**src/rtl/mem_load_unit.sv**
```systemverilog
// MEM-stage load unit: fetches the aligned word over req/gnt/rvalid, extracts and extends
// the byte/half/word lane, and writes it back to the GPR file. One load in flight.
module mem_load_unit #(
  parameter int unsigned ADDR_W  = 32,
  parameter int unsigned DATA_W  = 32,
  parameter int unsigned REG_AW  = 5,
  parameter int unsigned TIMEOUT = 16
) (
  input  logic              clk,
  input  logic              rst_n,
  input  logic              ld_valid,
  output logic              ld_ready,
  input  logic [ADDR_W-1:0] ld_addr,
  input  logic [1:0]        ld_size,
  input  logic              ld_unsigned,
  input  logic [REG_AW-1:0] ld_rd,
  output logic              mem_req,
  output logic [ADDR_W-1:0] mem_addr,
  input  logic              mem_gnt,
  input  logic              mem_rvalid,
  input  logic [DATA_W-1:0] mem_rdata,
  output logic              wb_en,
  output logic [REG_AW-1:0] wb_rd,
  output logic [DATA_W-1:0] wb_data,
  output logic              ld_err
);

  localparam int unsigned CNT_W = $clog2(TIMEOUT + 1);

  typedef enum logic [2:0] {
    S_IDLE,
    S_REQ,
    S_WAIT,
    S_WB,
    S_ERR
  } state_t;

  state_t              state_q, state_d;
  logic [CNT_W-1:0]    cnt_q, cnt_d;
  logic [1:0]          addr_lo_q, addr_lo_d;
  logic [1:0]          size_q, size_d;
  logic                uns_q, uns_d;
  logic [REG_AW-1:0]   rd_q, rd_d;

  logic                ld_ready_d, mem_req_d, wb_en_d, ld_err_d;
  logic [ADDR_W-1:0]   mem_addr_d;
  logic [REG_AW-1:0]   wb_rd_d;
  logic [DATA_W-1:0]   wb_data_d;

  logic                illegal_c;
  logic [7:0]          byte_lane;
  logic [15:0]         half_lane;
  logic [DATA_W-1:0]   lane_ext;

  assign illegal_c = (ld_size == 2'b11)
                   || ((ld_size == 2'b01) && ld_addr[0])
                   || ((ld_size == 2'b10) && (ld_addr[1:0] != 2'b00));

  // Lane extraction uses the captured request, not the live pipeline inputs
  always_comb begin
    byte_lane = mem_rdata[{addr_lo_q, 3'b000} +: 8];
    half_lane = mem_rdata[{addr_lo_q[1], 4'b0000} +: 16];
    lane_ext  = mem_rdata;
    case (size_q)
      2'b00:   lane_ext = {{(DATA_W-8){byte_lane[7] & ~uns_q}}, byte_lane};
      2'b01:   lane_ext = {{(DATA_W-16){half_lane[15] & ~uns_q}}, half_lane};
      default: lane_ext = mem_rdata;
    endcase
  end

  // Next state and next registered outputs
  always_comb begin
    state_d    = state_q;
    cnt_d      = cnt_q;
    addr_lo_d  = addr_lo_q;
    size_d     = size_q;
    uns_d      = uns_q;
    rd_d       = rd_q;
    mem_addr_d = mem_addr;
    wb_rd_d    = wb_rd;
    wb_data_d  = wb_data;
    mem_req_d  = 1'b0;
    wb_en_d    = 1'b0;
    ld_err_d   = 1'b0;

    case (state_q)
      S_IDLE: begin
        if (ld_valid && ld_ready) begin
          addr_lo_d = ld_addr[1:0];
          size_d    = ld_size;
          uns_d     = ld_unsigned;
          rd_d      = ld_rd;
          if (illegal_c) begin
            state_d  = S_ERR;
            ld_err_d = 1'b1;
          end else begin
            state_d    = S_REQ;
            mem_req_d  = 1'b1;
            mem_addr_d = {ld_addr[ADDR_W-1:2], 2'b00};
          end
        end
      end
      S_REQ: begin
        if (mem_gnt) begin
          state_d = S_WAIT;
          cnt_d   = '0;
        end else begin
          mem_req_d = 1'b1;
        end
      end
      S_WAIT: begin
        if (mem_rvalid) begin
          state_d   = S_WB;
          wb_en_d   = (rd_q != '0);
          wb_rd_d   = rd_q;
          wb_data_d = lane_ext;
        end else if (cnt_q == CNT_W'(TIMEOUT - 1)) begin
          state_d  = S_ERR;
          ld_err_d = 1'b1;
        end else begin
          cnt_d = cnt_q + CNT_W'(1);
        end
      end
      S_WB:    state_d = S_IDLE;
      S_ERR:   state_d = S_IDLE;
      default: state_d = S_IDLE;
    endcase

    ld_ready_d = (state_d == S_IDLE);
  end

  always_ff @(posedge clk or negedge rst_n) begin
    if (!rst_n) begin
      state_q   <= S_IDLE;
      cnt_q     <= '0;
      addr_lo_q <= '0;
      size_q    <= '0;
      uns_q     <= 1'b0;
      rd_q      <= '0;
      ld_ready  <= 1'b0;
      mem_req   <= 1'b0;
      mem_addr  <= '0;
      wb_en     <= 1'b0;
      wb_rd     <= '0;
      wb_data   <= '0;
      ld_err    <= 1'b0;
    end else begin
      state_q   <= state_d;
      cnt_q     <= cnt_d;
      addr_lo_q <= addr_lo_d;
      size_q    <= size_d;
      uns_q     <= uns_d;
      rd_q      <= rd_d;
      ld_ready  <= ld_ready_d;
      mem_req   <= mem_req_d;
      mem_addr  <= mem_addr_d;
      wb_en     <= wb_en_d;
      wb_rd     <= wb_rd_d;
      wb_data   <= wb_data_d;
      ld_err    <= ld_err_d;
    end
  end

endmodule

```
**config.mk**
```make
export PLATFORM = sky130hd
export DESIGN_NAME = mem_load_unit
export DESIGN_NICKNAME = d
export VERILOG_FILES = /design/src/rtl/mem_load_unit.sv
export SDC_FILE = /design/constraint.sdc
export NUM_CORES = 1
export LEC_CHECK = 0
export BUFFER_PORTS_ARGS = -buffer_cell sky130_fd_sc_hd__buf_2
export CORE_MARGIN = 3
export CORE_UTILIZATION = 35
export DETAILED_ROUTE_END_ITERATION = 10
export GPL_TIMING_DRIVEN = 0
export HOLD_SLACK_MARGIN = 0.08
export SYNTH_ARGS = -nofsm -noshare
export SYNTH_HDL_FRONTEND = slang
export SYNTH_SLANG_ARGS = --single-unit
```
**constraint.sdc**
```tcl
create_clock -name clk -period 4.05 [get_ports clk]
set_clock_uncertainty 0.15 [all_clocks]
set_input_delay 0.6075 -clock clk [delete_from_list [all_inputs] [get_ports clk]]
set_output_delay 0.6075 -clock clk [all_outputs]
set_load 0.01 [all_outputs]
```
Word level (Yosys, flattened, before mapping):

Index checks and enable logic that the tools add are counted.

* logic and storage cells: 67
* flip-flop bits (word level): 89
* input bits: 77
* output and inout bits: 73

* reduce and logical (&&, ||, !) cells: 15
* equal/unequal tests: 10
* shift operators: 2
* bitwise operators: 4
* mux-type cells: 22
* add/subtract/negate cells: 1

Operators with widths (count)
* 32-bit one-hot mux with 2 select lines: 1
* 32-bit by 6-bit indexed part select with 16-bit output: 1
* 32-bit by 6-bit indexed part select with 8-bit output: 1
* 3-bit 2-to-1 mux: 5
* 5-bit 2-to-1 mux: 3
* 5-bit one-hot mux with 2 select lines: 1
* 1-bit 2-to-1 mux: 9
* 3-bit one-hot mux with 3 select lines: 1
* 3-bit zero test: 2
* 2-bit inequality test, second input constant: 3
* 5-bit by 1-bit adder with 5-bit output, second input constant: 1
* 5-bit by 4-bit == test with 1-bit output, second input constant: 1
* 5-bit nonzero test: 1
* 2-bit by 1-bit == test with 1-bit output, second input constant: 2
* 2-bit == test, second input constant: 2
* 1-bit one-hot mux with 2 select lines: 2
* 2-bit AND reduction: 2
* 4-bit AND reduction: 1
* 2-bit nonzero test: 2
* 3-bit by 1-bit == test with 1-bit output, second input constant: 1
* 3-bit by 2-bit == test with 1-bit output, second input constant: 1
* 1-bit logical AND: 3
* 3-bit AND reduction: 1
* 1-bit AND: 2
* other kinds (3): 5

Depth between registers and ports, before layout:

Gate-level depths: netlist of the first run.

* depth in word-level cells: 8
* depth in mapped cells: 7
* gate-level depth less buffers: 7

Least setup slack after synthesis of the first run:

No wires, ideal clock.

* path kind: input port to flip-flop
* from: input mem_rdata[31]
* to: register wb_data[10]
* path buffers: 0
* data arrival time: 1568 ps
* path slack: 2190 ps
* library setup time: 143 ps
* stages: 3
* data required time: 3757 ps
* cells stage by stage: mux4_2 > a211oi_4 > a211oi_1

* longest elaborated chain between the ends: 3

Ends and longest elaborated chain
* start, declared: line 21 `input logic [DATA_W-1:0] mem_rdata,`
* 32-bit by 6-bit indexed part select with 8-bit output: line 61 `byte_lane = mem_rdata[{addr_lo_q, 3'b000} +: 8];`
* 1-bit AND: line 65 `2'b00: lane_ext = {{(DATA_W-8){byte_lane[7] & ~uns_q}}, byte_lane};`
* 32-bit one-hot mux with 2 select lines: line 64 `case (size_q)`
* end signal, assigned: line 159 `wb_data <= wb_data_d;`
* end, declared: line 24 `output logic [DATA_W-1:0] wb_data,`

No other way between the ends.
A chain may end at the register's enable or synchronous reset.

Final worst setup path of the first run:

* from: register addr_lo_q[1]
* to: register wb_data[24]

* longest elaborated chain between the ends: 3
* elaborated cells between the ends (all ways): 5
* classes of those cells: 2 x shift; 1 x mux; 2 x bitwise

Ends and longest elaborated chain
* start, declared: line 40 `logic [1:0] addr_lo_q, addr_lo_d;`
* start signal, assigned: line 150 `addr_lo_q <= addr_lo_d;`
* 32-bit by 6-bit indexed part select with 16-bit output / 32-bit by 6-bit indexed part select with 8-bit output (equally long branches): line 62, 61
* 1-bit AND, on equally long branches: line 66, 65
* 32-bit one-hot mux with 2 select lines *: line 64

Every way passes the cells marked *; elsewhere a longest branch is shown, timed or not.

==> metrics.cfg, run 1 <==
[grt]
grt_overflow_total=0
grt_pass1_vias=3331
grt.total_usage_pct=17.3
antenna_found_initial=0
grt_pass1_wl_um=17500
grt_max_degree=53

[final_layout]
instances_no_fill=662
drive_gt1_share_pct=46.0
finalCoreUtilization_pct=48.2
layout.cells.most_common=buf_2
area_growth_pct=31.0
most-common-layout-cells=152 x buf_2, 89 x dfrtp_1, 51 x mux2_2
nets=596
antennaDiodeCount=0

[floorplan]
fp-row-count=38
io_pins=150
die_x_um=114
core-area_um2=11200
die_h_um=114
dieArea_um2=13100
initial_core_util_pct=36.8

[worst_setup_path]
path_buf_inv=2
path_depth=5
ff2ff_setup_slack_ns=2.01
r2r-end=wb_data[24]$_DFFE_PN0P_
cp_cell_sequence=buf_2, mux2_2, o211ai_2, buf_4, nand3_1
cp-end-kind=flop
cpPeakStageDelay_ns=0.39
cp.arrival_ns=2.10
crit_family=buffers and inverters
setup.worst_path.start=addr_lo_q[1]$_DFFE_PN0P_
cp_slowest_cell=mux2_2
crit_type=reg2reg
startpoint_type=flop
r2r-start=addr_lo_q[1]$_DFFE_PN0P_
worstPathMaxFanout=10
r2r_cells=5
critPathCapture=wb_data[24]$_DFFE_PN0P_
cp.required_ns=4.11

[hold_path]
worst_hold_path_type=in2async

[yosys]
syn_inst=357
yosys-top-cells-area=dfrtp_1 54%, mux2_2 14%, nand3_1 4.6%, nand2_1 4.2%, o21ai_0 1.6%
async_flop_share_pct=100
ys_types=42
yosys_warnings=0
synth_top_area_share_pct=54.2
syn_area_um2=4110
ys_seq_area_share_pct=54.2
synth_area_leader_cell=dfrtp_1
ys.flop_type=dfrtp_1
postSynthAreaPerCell_um2=11.5
synth_edf_count=0
ys_seq_elements=89

[clock_tree]
cts_buffers=9
cts_tree=done
ctsHoldBuffers=0
post_cts_resized=0
h-tree-depth=3
clk_latency_ns=0.34
cts_max_path_buffers=2
clock_sinks=89
cts-root-buf=clkbuf_16
clk_pin_slew_ns=0.07
cts_setup_buffers=0

[sta]
max_slew.worst_pin.slew_ns=0.546
min_period_over_period_pct=50.3
relSlewSlack_pct=63.3
finalHoldViolations=0
finalSetupTns_ns=0
slew_viol_final=0
rsz0062_at_grt=no
max_freq_mhz=491
layout_min_cycle_time_ns=2.04
finalSetupViolCount=0

[power_and_ir_drop]
p_int_mw=2.66
p_switching_mw=1.46
irDropWorstVdd_v=0.000295
p_leak_nw=2.61
power_density_nw_per_um2=765
seqPwrFrac_pct=37.3
p_clk_share_pct=22.3
comb_power_share_pct=40.4
swShare_pct=35.4

[detailed_routing]
vias=3340
dr.pass1.iters=4
drt_iter0_drc=172
drtAntennaViolNets=0
drc_errors=0
wl_per_cell_um=16.9
wirelength_um=11200
viasPerCell=5.05

[run_status]
status=complete, no violations

[run]
max_cap_violations=0

[placed_design]
place_congestion=0.880
io_buffers=147
dp_cells=646
dp_hpwl_um=8690

stage by stage:
step | total power [mW] | area [um^2] | setup slack [ns] | hold WS, ns
after floorplan | 2.58 | 4120 | 2.19 | 0.162
after global placement | 3.19 | 5030 | 1.36 | 0.311
after detailed placement | 3.25 | 5060 | 1.73 | 0.311
after CTS | 4.18 | 5390 | 2.00 | 0.103
after global routing | 4.41 | 5390 | 1.90 | 0.123
final | 4.12 | 5390 | 2.01 | 0.0887
how the worst min path moves through the flow:
stage / startpoint / endpoint / slack (ns) / cells after the start
after detailed placement: wb_rd[2]$_DFFE_PN0P_ / wb_rd[2]$_DFFE_PN0P_ / 0.31 / 2
final: rst_n / wb_data[7]$_DFFE_PN0P_ / 0.09 / 1
after global placement: wb_rd[0]$_DFFE_PN0P_ / wb_rd[0]$_DFFE_PN0P_ / 0.31 / 2
after floorplan: rst_n / addr_lo_q[0]$_DFFE_PN0P_ / 0.16 / 0
after CTS: rst_n / wb_data[7]$_DFFE_PN0P_ / 0.10 / 1
after global routing: rst_n / wb_data[7]$_DFFE_PN0P_ / 0.12 / 1
power groups by stage:
stage / Sequential [mW] / Combinational (mW) / Clock, mW
after floorplan: 1.69 / 0.893 / 0
after global placement: 1.54 / 1.65 / 0
after detailed placement: 1.56 / 1.68 / 0
after CTS: 1.55 / 1.69 / 0.947
after global routing: 1.60 / 1.83 / 0.981
final: 1.54 / 1.66 / 0.919
sequential cells by signal, summed over array words and instances (netlist names):
signal and cells:
wb_data 32, mem_addr 30, cnt_q 5, rd_q 5
wb_rd 5, state_q 3, addr_lo_q 2, size_q 2
ld_err 1, ld_ready 1, mem_req 1, uns_q 1
wb_en 1
worst register-to-register path, stage by stage, from the launching register on:
cell and delay, ns:
dfrtp_1 0.38, buf_2 0.26, mux2_2 0.39, o211ai_2 0.39, buf_4 0.25, nand3_1 0.09
cell type report:
cell class / instances / area (um^2)
fillers: 1065 / 5790
flip-flops and latches: 89 / 2230
multi-input cells: 240 / 1720
repair buffers: 148 / 766
clock buffers: 10 / 239
well taps: 140 / 175
plain buffers: 25 / 158
clock inverters: 6 / 90.1
inverters: 4 / 15.0
layer usage:
layer,part of all wire [%],global-route usage (%),up-vias
met4,2.5,8.00,0
met3,5.9,3.12,19
met2,50,27.4,99
met5,0,0,-
met1,42,23.2,1623
li1,-,-,1599
cells in the mapped netlist, types with 2 or more instances:
cell / count
dfrtp_1: 89
mux2_2: 51
nand2_1: 46
nand3_1: 38
nor2_1: 15
o21ai_0: 13
a211oi_1: 8
nor3b_1: 8
a22o_1: 7
a22oi_1: 7
buf_4: 7
clkbuf_1: 7
o22a_1: 7
buf_2: 6
buf_6: 4
inv_1: 4
mux2_1: 4
and2_1: 3
nor3_1: 3
o211ai_1: 3
o31ai_1: 3
ha_1: 2
nor2b_1: 2
xnor2_1: 2
cells by family (layout without fill, tap and decap cells):
kind of cell	after synthesis	in the layout	share of synthesized area (%)
AO/OA/AOI/OAI	55	55	10.1
XOR/XNOR	2	2	0.426
adder cells (fa/ha/maj)	2	2	0.608
buffers and inverters	29	193	4.20
flip-flops	89	89	54.2
multiplexers	56	56	15.6
other	1	2	0.0912
AND/OR/NAND/NOR	123	123	14.8
Note: power is estimated with default switching activity, not from simulation.
==> run 2: changes to the inputs <==
--- a/config.mk
+++ b/config.mk
@@ -5,6 +5,7 @@
 export SDC_FILE = /design/constraint.sdc
 export NUM_CORES = 1
 export LEC_CHECK = 0
+export ABC_AREA = 1
 export BUFFER_PORTS_ARGS = -buffer_cell sky130_fd_sc_hd__buf_2
 export CORE_MARGIN = 3
 export CORE_UTILIZATION = 35
==> constraint.sdc (replaced) <==
create_clock -name clk -period 1.7 [get_ports clk]
set_clock_uncertainty 0.15 [all_clocks]
set_input_delay 0.255 -clock clk [delete_from_list [all_inputs] [get_ports clk]]
set_output_delay 0.255 -clock clk [all_outputs]
set_load 0.01 [all_outputs]
==> run 2 against run 1 <==
- setup slack got worse by 2.0 ns
- critical path type unchanged
- die area rose by 1.7%
- critical path depth increased by 3
- combinational power grew to 2.7 times the previous value
- via count grew 24%
- clock power increased by 110%
- global-route usage rose by 1.3 points
- synthesized area rose by 1.8%
- first-iteration DRC count increased by 7.0%
==> metrics.cfg, run 2 <==
[yosys]
async_flop_share_pct=100  ; unchanged
ys_types=35  ; -17%
synthTopCellsByCount=179 x nand2_1, 89 x dfrtp_1, 37 x o21ai_0
yosys_warnings=0  ; unchanged
yosys-top-cells-area=dfrtp_1 53%, nand2_1 16%, o21ai_0 4.4%, nand3_1 4.2%, a21oi_1 3.7%
synth_area_leader_cell=dfrtp_1
synth_top_area_share_pct=53.2  ; -0.97 points
ys.flop_type=dfrtp_1
synth_edf_count=0  ; unchanged
syn_area_um2=4190  ; +1.8%
syn_inst=508  ; +42%
postSynthAreaPerCell_um2=8.24  ; -28%
ys_seq_area_share_pct=53.2  ; -0.97 points
ys_seq_elements=89  ; unchanged
yosysMostFrequentCell=nand2_1

[worst_setup_path]
startpoint_type=flop
cpPeakStageDelay_ns=0.40  ; about the same
r2r-end=cnt_q[4]$_DFFE_PN0P_
cp_slowest_cell=dfrtp_1
r2r-start=cnt_q[1]$_DFFE_PN0P_
setup.worst_path.start=cnt_q[1]$_DFFE_PN0P_
cp_cell_sequence=ha_2, nand2_2, nor2_2, ha_2, o21ai_2, nand2_4, nand2_1, o21ai_2
cp.required_ns=1.78  ; -2.33 ns
r2r_cells=8  ; +3
critPathCapture=cnt_q[4]$_DFFE_PN0P_
crit_type=reg2reg
cp-end-kind=flop
worstPathMaxFanout=8  ; -2
cp.arrival_ns=1.73  ; -0.37 ns
ff2ff_setup_slack_ns=0.06  ; -1.96 ns

[hold_path]
worst_hold_path_type=in2reg

[clock_tree]
clk_pin_slew_ns=0.06  ; about the same
h-tree-depth=3  ; unchanged
cts_buffers=9  ; unchanged
cts-root-buf=clkbuf_16
clk_latency_ns=0.34  ; about the same
cts_max_path_buffers=2  ; unchanged
clock_sinks=89  ; unchanged
cts_tree=done

[sta]
finalHoldViolations=0  ; unchanged
rsz0062_at_grt=yes
min_period_over_period_pct=96.6  ; +46 points
finalSetupTns_ns=0  ; unchanged
max_freq_mhz=609  ; +24%
slew_viol_final=0  ; unchanged
max_slew.worst_pin.slew_ns=0.574  ; +0.0285 ns
finalSetupViolCount=0  ; unchanged
relSlewSlack_pct=61.7  ; -1.6 points
layout_min_cycle_time_ns=1.64  ; -0.394 ns

[power_and_ir_drop]
p_leak_nw=3.18  ; +22%
total_power_mw=9.96  ; +140%
irDropWorstVdd_v=0.000732  ; +150%
power_density_nw_per_um2=1650  ; +120%

[detailed_routing]
vias=4128  ; +24%
drc_errors=0  ; unchanged
drtAntennaViolNets=0  ; unchanged
drt_iter0_drc=184  ; +7.0%
wl_per_cell_um=13.9  ; -18%
routed-wl-met3_um=998  ; +52%
wirelength_um=12100  ; +8.4%
routed.top_layer=met5
met1_length_um=5230  ; +11%
wl_met2_um=5740  ; +3.4%
dr.pass1.iters=4  ; unchanged
viasPerCell=4.74  ; -6.0%

[final_layout]
drive_gt1_share_pct=32.2  ; -14 points
reg_top3=wb_data x32, mem_addr x30
largest_register_ffs=32  ; unchanged
layout.cells.most_common=nand2_1
final_cell_area_um2=6050  ; +12%
regArea_um2=2230  ; +0.11%
antennaDiodeCount=0  ; unchanged
most-common-layout-cells=176 x nand2_1, 158 x buf_2, 87 x dfrtp_1
nets=801  ; +34%
regMostFlops=wb_data
final.fill_count=1074  ; +0.85%
area_growth_pct=44.5
multi_input_area_um2=1760  ; +2.4%

[floorplan]
initial_core_util_pct=36.2  ; -0.60 points
fp-row-count=39  ; +2.6%
dieArea_um2=13300  ; +1.7%
die_x_um=115  ; +0.86%
core-area_um2=11600  ; +3.5%
die_h_um=115  ; +0.86%
io_pins=150  ; unchanged

[grt]
grt_overflow_total=0  ; unchanged
antenna_found_initial=1  ; +1
grt_pass1_wl_um=19500  ; +11%
grt_max_degree=70  ; +32%
grt_pass1_vias=4002  ; +20%
grt.total_usage_pct=18.7  ; +1.3 points

[placed_design]
io_buffers=147  ; unchanged
place_congestion=0.865  ; -1.7%
dp_hpwl_um=8800  ; +1.3%
placed_area_um2=5140  ; +1.6%

[run]
max_cap_violations=0  ; unchanged

[run_status]
status=complete, no violations

==> run 2: changes by cell type after synthesis, sizes merged, moves of 4 or more <==
cell,previous run,this run
nand2,47,184
o21ai,14,44
inv,4,32
a211oi,9,0
o211ai,4,0
nand4,0,10
nor3b,10,1
nor2,16,28
o22a,7,1
a22o,7,0
mux2,55,0
a22oi,7,0
a21oi,1,41
==> run 2: worst min path at each step <==
| stage | cells after the start | to | slack, ns | from |
|---|---|---|---|---|
| 2_1_floorplan | 0 | addr_lo_q[0]$_DFFE_PN0P_ | -0.19 | rst_n |
| 3_3_place_gp | 2 | mem_addr[15]$_DFFE_PN0P_ | 0.30 | mem_addr[15]$_DFFE_PN0P_ |
| 3_5_place_dp | 1 | wb_data[27]$_DFFE_PN0P_ | 0.01 | rst_n |
| 4_1_cts | 3 | wb_data[25]$_DFFE_PN0P_ | 0.08 | mem_rdata[25] |
| 5_1_grt | 3 | wb_data[27]$_DFFE_PN0P_ | 0.11 | mem_rdata[27] |
| 6_report | 3 | wb_data[20]$_DFFE_PN0P_ | 0.09 | mem_rdata[20] |
==> run 2: cell type report <==
cell class                 instances  share of cell area (%)
inverter                          32                    2.11
clock inverter                     3                   0.393
buffer                            28                    2.83
clock buffer                      13                    4.47
multi-input combinational        360                    29.1
sequential                        89                    36.8
tap                              143                    2.96
timing repair buffer             202                    21.3
==> run 2: timing repair <==
action | in CTS | in global routing
setup buffers | 0 | 6
pin swaps | 2 | 9
resized for setup | 4 | 32
hold buffers | 48 | 0
endpoints found under the setup margin | 8 | 65
hold endpoints to repair | 137 | 0
==> run 2: routing by layer <==
metal / vias up / global-route usage, %
met5: - / 0
met4: 2 / 6.96
met3: 13 / 5.79
met2: 140 / 30.1
met1: 1903 / 23.6
li1: 2070 / -
==> run 2: report_power, final <==
part | internal (mW) | switching (mW)
Sequential | 3.07 | 0.535
Clock | 1.11 | 0.838
Combinational | 1.74 | 2.67
==> run 2: worst max-delay path: cells and delay by family (launching register included) <==
family                     cells  cell delay, ns
DFF                            1            0.40
adders and majority gates      2            0.40
and+or+nand+nor                4            0.32
AOI/OAI and AO/OA              2            0.26
==> run 2: kinds of logic after synthesis <==
| family | share of synthesized area (%) |
|---|---|
| DFF | 53.2 |
| adders and majority gates | 0.597 |
| xor gates and xnor gates | 0.209 |
| other | 0.0895 |
| buffers and inverters | 6.66 |
| and+or+nand+nor | 27.3 |
| AOI/OAI and AO/OA | 12.0 |
==> run 2: stage by stage <==
stage          utilization, %  hold slack (ns)  cells  worst slack (ns)
2_1_floorplan               -           -0.191    509             0.101
3_3_place_gp             44.2            0.301    799            -0.582
3_5_place_dp             44.4           0.0143    800           -0.0409
4_1_cts                  51.2           0.0813    864          0.000662
5_1_grt                  52.3            0.106    870           -0.0433
6_report                 52.3           0.0939    870            0.0579
